## src/rtl/lsu_pkg.sv

```systemverilog
// Shared state type, size codes and size helpers for the load/store unit.
package lsu_pkg;

  typedef enum logic [0:0] {IDLE, SPLIT} lsu_state_e;

  localparam logic [2:0] SZ_B = 3'd0;
  localparam logic [2:0] SZ_H = 3'd1;
  localparam logic [2:0] SZ_W = 3'd2;
  localparam logic [2:0] SZ_D = 3'd3;
  localparam logic [2:0] SZ_Q = 3'd4;

  function automatic logic [4:0] size_bytes(input logic [2:0] code);
    return 5'd1 << code;
  endfunction

  // Low-address mask for alignment; also the index of the last byte of a split.
  function automatic logic [3:0] size_mask(input logic [2:0] code);
    logic [4:0] n;
    n = size_bytes(code) - 5'd1;
    return n[3:0];
  endfunction

endpackage

```

## src/rtl/lsu_read_merge.sv

```systemverilog
// Gather register for split loads: captures returned bytes by index, merges the
// final byte straight from memory and sign/zero-extends the assembled value.
module lsu_read_merge #(
  parameter int unsigned BYTES = 4
) (
  input  logic                 clk,
  input  logic                 rst,
  input  logic                 gather_we,
  input  logic [3:0]           gather_idx,
  input  logic [7:0]           rd_byte,
  input  logic [2:0]           size,
  input  logic                 is_unsigned,
  output logic [8*BYTES-1:0]   rdata
);
  import lsu_pkg::*;

  logic [BYTES-1:0][7:0] gather_q;
  logic [3:0]            last_idx;
  logic [7:0]            ext_byte;

  always_ff @(posedge clk or posedge rst) begin
    if (rst) begin
      gather_q <= '0;
    end else if (gather_we) begin
      for (int b = 0; b < BYTES; b++) begin
        if (gather_idx == 4'(b)) gather_q[b] <= rd_byte;
      end
    end
  end

  assign last_idx = size_mask(size);
  // The final byte is always the most significant one, so it carries the sign.
  assign ext_byte = is_unsigned ? 8'h00 : {8{rd_byte[7]}};

  always_comb begin
    rdata = '0;
    for (int b = 0; b < BYTES; b++) begin
      if (4'(b) < last_idx)       rdata[8*b +: 8] = gather_q[b];
      else if (4'(b) == last_idx) rdata[8*b +: 8] = rd_byte;
      else                        rdata[8*b +: 8] = ext_byte;
    end
  end

endmodule

```

## src/rtl/load_store_unit.sv

```systemverilog
// Load/store request front end: forwards aligned accesses and, when LSU_SPLIT_EN
// is defined, splits misaligned ones into byte accesses (otherwise they error).
module load_store_unit #(
  parameter int unsigned WIDTH = 32,
  parameter int unsigned BYTES = WIDTH / 8
) (
  input  logic             clk,
  input  logic             rst,
  input  logic             req_valid,
  output logic             req_ready,
  input  logic             req_we,
  input  logic [WIDTH-1:0] req_addr,
  input  logic [2:0]       req_bytes,
  input  logic             req_unsigned,
  input  logic [WIDTH-1:0] req_wdata,
  output logic             resp_valid,
  output logic [WIDTH-1:0] resp_rdata,
  output logic             resp_err,
  output logic [WIDTH-1:0] mem_addr,
  output logic             mem_we,
  output logic [2:0]       mem_bytes,
  output logic             mem_rd_unsigned,
  output logic [WIDTH-1:0] mem_wr_data,
  input  logic [WIDTH-1:0] mem_rd_data,
  input  logic             mem_misaligned
);
  import lsu_pkg::*;

  localparam int unsigned MaxSize = $clog2(BYTES + 1) - 1;

  logic size_ok, misaligned;
  logic resp_valid_q, resp_valid_d;
  logic resp_err_q, resp_err_d;
  logic resp_load_q, resp_load_d;

  assign size_ok    = req_bytes <= 3'(MaxSize);
  assign misaligned = (req_addr[3:0] & size_mask(req_bytes)) != 4'd0;

`ifdef LSU_SPLIT_EN
  lsu_state_e       state_q, state_d;
  logic [3:0]       idx_q, idx_d;
  logic [WIDTH-1:0] addr_q, wdata_q;
  logic             we_q, uns_q;
  logic [2:0]       size_q;
  logic             err_q, err_d;
  logic             latch_en, gather_we;
  logic             resp_split_q, resp_split_d;
  logic [WIDTH-1:0] merged;
`endif

  always_comb begin
    req_ready       = 1'b1;
    mem_addr        = '0;
    mem_we          = 1'b0;
    mem_bytes       = 3'd0;
    mem_rd_unsigned = 1'b0;
    mem_wr_data     = '0;
    resp_valid_d    = 1'b0;
    resp_err_d      = 1'b0;
    resp_load_d     = 1'b0;
`ifdef LSU_SPLIT_EN
    state_d         = state_q;
    idx_d           = idx_q;
    err_d           = err_q;
    latch_en        = 1'b0;
    gather_we       = 1'b0;
    resp_split_d    = 1'b0;
    if (state_q == SPLIT) begin
      req_ready       = 1'b0;
      mem_addr        = addr_q + WIDTH'(idx_q);
      mem_we          = we_q;
      mem_bytes       = SZ_B;
      mem_rd_unsigned = 1'b1;
      mem_wr_data     = wdata_q >> {idx_q, 3'b000};
      // Byte idx-1 was issued last cycle and is on mem_rd_data now.
      gather_we       = !we_q;
      err_d           = err_q | mem_misaligned;
      if (idx_q == size_mask(size_q)) begin
        state_d      = IDLE;
        idx_d        = 4'd0;
        resp_valid_d = 1'b1;
        resp_err_d   = err_q | mem_misaligned;
        resp_split_d = !we_q;
      end else begin
        idx_d = idx_q + 4'd1;
      end
    end else
`endif
    if (req_valid) begin
      if (!size_ok) begin
        resp_valid_d = 1'b1;
        resp_err_d   = 1'b1;
      end else if (!misaligned) begin
        mem_addr        = req_addr;
        mem_we          = req_we;
        mem_bytes       = req_bytes;
        mem_rd_unsigned = req_unsigned;
        mem_wr_data     = req_wdata;
        resp_valid_d    = 1'b1;
        resp_err_d      = mem_misaligned;
        resp_load_d     = !req_we;
      end else begin
`ifdef LSU_SPLIT_EN
        mem_addr        = req_addr;
        mem_we          = req_we;
        mem_bytes       = SZ_B;
        mem_rd_unsigned = 1'b1;
        mem_wr_data     = req_wdata;
        latch_en        = 1'b1;
        err_d           = mem_misaligned;
        idx_d           = 4'd1;
        state_d         = SPLIT;
`else
        resp_valid_d = 1'b1;
        resp_err_d   = 1'b1;
`endif
      end
    end
  end

  always_ff @(posedge clk or posedge rst) begin
    if (rst) begin
      resp_valid_q <= 1'b0;
      resp_err_q   <= 1'b0;
      resp_load_q  <= 1'b0;
    end else begin
      resp_valid_q <= resp_valid_d;
      resp_err_q   <= resp_err_d;
      resp_load_q  <= resp_load_d;
    end
  end

`ifdef LSU_SPLIT_EN
  always_ff @(posedge clk or posedge rst) begin
    if (rst) begin
      state_q      <= IDLE;
      idx_q        <= 4'd0;
      err_q        <= 1'b0;
      resp_split_q <= 1'b0;
      addr_q       <= '0;
      wdata_q      <= '0;
      we_q         <= 1'b0;
      uns_q        <= 1'b0;
      size_q       <= 3'd0;
    end else begin
      state_q      <= state_d;
      idx_q        <= idx_d;
      err_q        <= err_d;
      resp_split_q <= resp_split_d;
      if (latch_en) begin
        addr_q  <= req_addr;
        wdata_q <= req_wdata;
        we_q    <= req_we;
        uns_q   <= req_unsigned;
        size_q  <= req_bytes;
      end
    end
  end

  lsu_read_merge #(
    .BYTES (BYTES)
  ) u_read_merge (
    .clk         (clk),
    .rst         (rst),
    .gather_we   (gather_we),
    .gather_idx  (idx_q - 4'd1),
    .rd_byte     (mem_rd_data[7:0]),
    .size        (size_q),
    .is_unsigned (uns_q),
    .rdata       (merged)
  );
`endif

  always_comb begin
    resp_rdata = '0;
    if (resp_valid_q && !resp_err_q) begin
`ifdef LSU_SPLIT_EN
      if (resp_split_q) resp_rdata = merged;
      else
`endif
      if (resp_load_q) resp_rdata = mem_rd_data;
    end
  end

  assign resp_valid = resp_valid_q;
  assign resp_err   = resp_err_q;

endmodule

```

## config.mk

```make
export PLATFORM = sky130hd
export DESIGN_NAME = load_store_unit
export DESIGN_NICKNAME = d
export VERILOG_FILES = /design/src/rtl/lsu_pkg.sv /design/src/rtl/lsu_read_merge.sv /design/src/rtl/load_store_unit.sv
export SDC_FILE = /design/constraint.sdc
export NUM_CORES = 1
export LEC_CHECK = 0
export CAP_MARGIN = 20
export CORE_AREA = 2 2 81 83
export DETAILED_ROUTE_END_ITERATION = 16
export DIE_AREA = 0 0 83 85
export GPL_ROUTABILITY_DRIVEN = 0
export GPL_TIMING_DRIVEN = 0
export HOLD_SLACK_MARGIN = 0.05
export PLACE_DENSITY = 0.77
export SKIP_LAST_GASP = 1
export SLEW_MARGIN = 10
export SYNTH_ARGS = -nofsm -noshare
export SYNTH_HDL_FRONTEND = slang
export SYNTH_SLANG_ARGS = --single-unit
```

## constraint.sdc

```tcl
create_clock -name clk -period 2.83 [get_ports clk]
set_input_delay 0.283 -clock clk [delete_from_list [all_inputs] [get_ports clk]]
set_output_delay 0.283 -clock clk [all_outputs]
set_load 0.005 [all_outputs]
```

==> impl_metrics.csv, run 1 <==
group,metric,value,unit
floorplan,die_h,85,microns
global_routing,track_usage,20.0,%
drt,top_layer,"met4",
run,maxCapViolations,0,
floorplan,start_util,20.1,%
logic_synthesis,synth_area,1250,sq um
logic_synthesis,synth_warnings,0,
drt,dr_wl_met3,642,microns
floorplan,core_area,6200,sq um
layout,layoutNonFillerInstCount,507,
clock_tree,cts_max_level,1,
logic_synthesis,synth_nets,324,
drt,first_pass_iters,4,
global_routing,overflow,0,
critical_path,slowest_delay,0.39,ns
critical_path,path_max_fanout,10,
critical_path,crit_buf_inv,6,
logic_synthesis,synthCells,218,
sta,rsz0062_at_grt,"yes",
layout,nets,537,
sta,fmax,355,MHz
global_routing,antenna_found_initial,0,
critical_path,crit_slowest_cell,"a2111o_1",
global_routing,grt_max_degree,11,
critical_path,crit_required,2.55,ns
power,power_density,145,nW/um^2
drt,routed_wirelength,7.73,mm
floorplan,dieArea,7060,sq um
layout,diodes,0,
logic_synthesis,ys_types,25,
drt,via_per_inst,4.72,
clock_tree,cts.sinks,3,
critical_path,path_class,"input pin to output port",
layout,layout_common_cells,"clkdlybuf4s50_1, o21ai_0, nor3_1",
logic_synthesis,yosysTopAreaCell,"nor3_1",
critical_path,critPathTopFamily,"buffers and inverters",
sta,finalHoldViolations,0,
floorplan,num_rows,29,
critical_path,start_kind,"input pin",
critical_path,endpoint_kind,"output port",
place,hpwl,6.11,mm
place,dpl.cell_count,501,
drt,m1WireLength,2.94,mm
place,dpl_worst_slack,-1.18,ns
sta,min_period_over_period,99.6,%
sta,post-route-min-period,2.82,ns
sta,fin_ws,0.0108,ns
power,cellLeakagePower,0.00134,uW
sta,maxSlewHeadroom,52.4,%
clock_tree,clkTransAtPathRegs,0.03,ns
logic_synthesis,synth.top_cell.area_share,24.8,%
logic_synthesis,synth-seq-cells,3,
place,place_area,3410,sq um
global_routing,grt_pass1_vias,2321,
critical_path,crit_top_cell,"dlygate4sd2_1",
drt,drt_iter0_markers,57,
sta,tightest_slew,0.711,ns
logic_synthesis,ys_seq_area_share,6.01,%
floorplan,ioPinCount,209,
layout,final_cell_area,3470,sq um
clock_tree,clk_path_buf_depth,2,
floorplan,die_w,83,microns
clock_tree,cts_hold_buf,0,
outcome,status,"finished clean",
drt,wl_per_cell,15.2,microns
layout,layout-drive-gt1-share,19.1,%
place,portBuffers,206,
critical_path,worstPathArrival,2.54,ns
sta,setup_viol,0,
global_routing,grt_pass1_wl,11.6,mm
critical_path,cp_cell_sequence,"dlygate4sd2_1 -> nor3_4 -> clkbuf_8 -> inv_1 -> ha_1 -> and2_1 -> a2111o_1 -> buf_4 -> clkbuf_4 -> nor3_1 -> dlygate4sd2_1",
sta,slew_violations,0,
drt,num_vias,2393,
drt,drc,0,
power,ir_drop,0.0000796,V
drt,ant_nets,0,
clock_tree,cts_buffers,3,
layout,final_common_cell,"clkdlybuf4s50_1",
hold_path,min_path_type,"input pin to asynchronous set/reset pin",
drt,met2WireLength,3.99,mm
sta,setup_total_negative_slack,0,ns
clock_tree,cts_tree,"done",
logic_synthesis,avgSynthCellArea,5.73,sq um
layout,area.growth.synth_to_final,177,%
clock_tree,root_buffer,"clkbuf_8",
logic_synthesis,synth_area_leaders,"nor3_1, o21ai_0, and2_1, clkbuf_1, dfrtp_1",
[path summary, 6_finish.rpt]
| path | start | end | slack, ns | depth (start not counted) |
|---|---|---|---|---|
| setup / recovery | req_bytes[2] | mem_addr[17] | 0.01 | 11 |
| max in group asynchronous | rst | resp_load_q$_DFF_PP0_ | 2.47 | 2 |
| hold / removal | rst | resp_valid$_DFF_PP0_ | 0.23 | 2 |
| min in group clk | req_valid | resp_valid$_DFF_PP0_ | 0.59 | 1 |
[sequential cells by signal, summed over array words and instances, names as in the netlist]
register     count
resp_valid       1
resp_err         1
resp_load_q      1
[metal layers]
layer / vias to the layer above / global-route usage [%]
li1: 1190 / -
met1: 1066 / 22.6
met2: 125 / 37.3
met3: 12 / 5.54
met5: - / 0
met4: 0 / 4.62
[repair_timing]
item / 4_1_cts / 5_1_grt
setup buffers: 2 / 0
cloned: 0 / 0
pin swaps: 1 / 1
gates resized for setup: 90 / 97
setup endpoints to repair: 70 / 68
[power by group]
part / internal (uW) / switching (uW) / leakage (uW)
registers: 45.1 / 0.801 / 0.0000373
clock network: 96.0 / 27.1 / 0.0000228
logic: 191 / 142 / 0.00128
[synth_stat cells]
master / number
nor2b_1: 1
buf_2: 7
o21ai_1: 3
clkinv_1: 1
nor4b_2: 5
buf_4: 2
a21oi_1: 1
conb_1: 2
clkbuf_1: 22
nor4_2: 1
nor3_2: 1
nor2_1: 4
o31a_1: 1
nor4_1: 1
and2_1: 33
ha_1: 1
inv_1: 2
nor4bb_1: 1
dfrtp_1: 3
nand2_1: 3
nand2b_1: 1
o21ai_0: 58
nor3_1: 62
buf_6: 1
a2111o_1: 1
[cell families after synthesis]
group                      after synthesis  synth area share, %
adders and majority gates                1                 1.00
and+or+nand+nor                        113                 53.6
AOI/OAI and AO/OA                       64                 26.4
DFF                                      3                 6.01
other                                    2                0.601
buffers and inverters                   35                 12.4
[area by class of cell]
type                       instances  area [sq um]
multi-input combinational        180          1180
buffer                            32           171
tap                               77          96.3
clock buffer                       4          45.0
sequential                         3          75.1
fill                             597          2740
timing repair buffer             208          1890
inverter                           3          11.3
[through the flow]
stage                     hold WS [ns]  utilization (%)  total power [uW]
final                            0.234             55.9               502
after global routing             0.257             55.9               536
after CTS                        0.238             55.5               492
after global placement           0.460             54.9               363
after detailed placement         0.466             54.9               366
after floorplan                 0.0366                -               157
(Power assumes the default switching activity.)
==> run 2, diff against run 1 <==
--- a/config.mk
+++ b/config.mk
@@ -5,6 +5,7 @@
 export SDC_FILE = /design/constraint.sdc
 export NUM_CORES = 1
 export LEC_CHECK = 0
+export ABC_CLOCK_PERIOD_IN_PS = 2830
 export CAP_MARGIN = 20
 export CORE_AREA = 2 2 81 83
 export DETAILED_ROUTE_END_ITERATION = 16
==> results of run 2 <==
No change in the layout: final DEF, timing and power equal those of run 1.
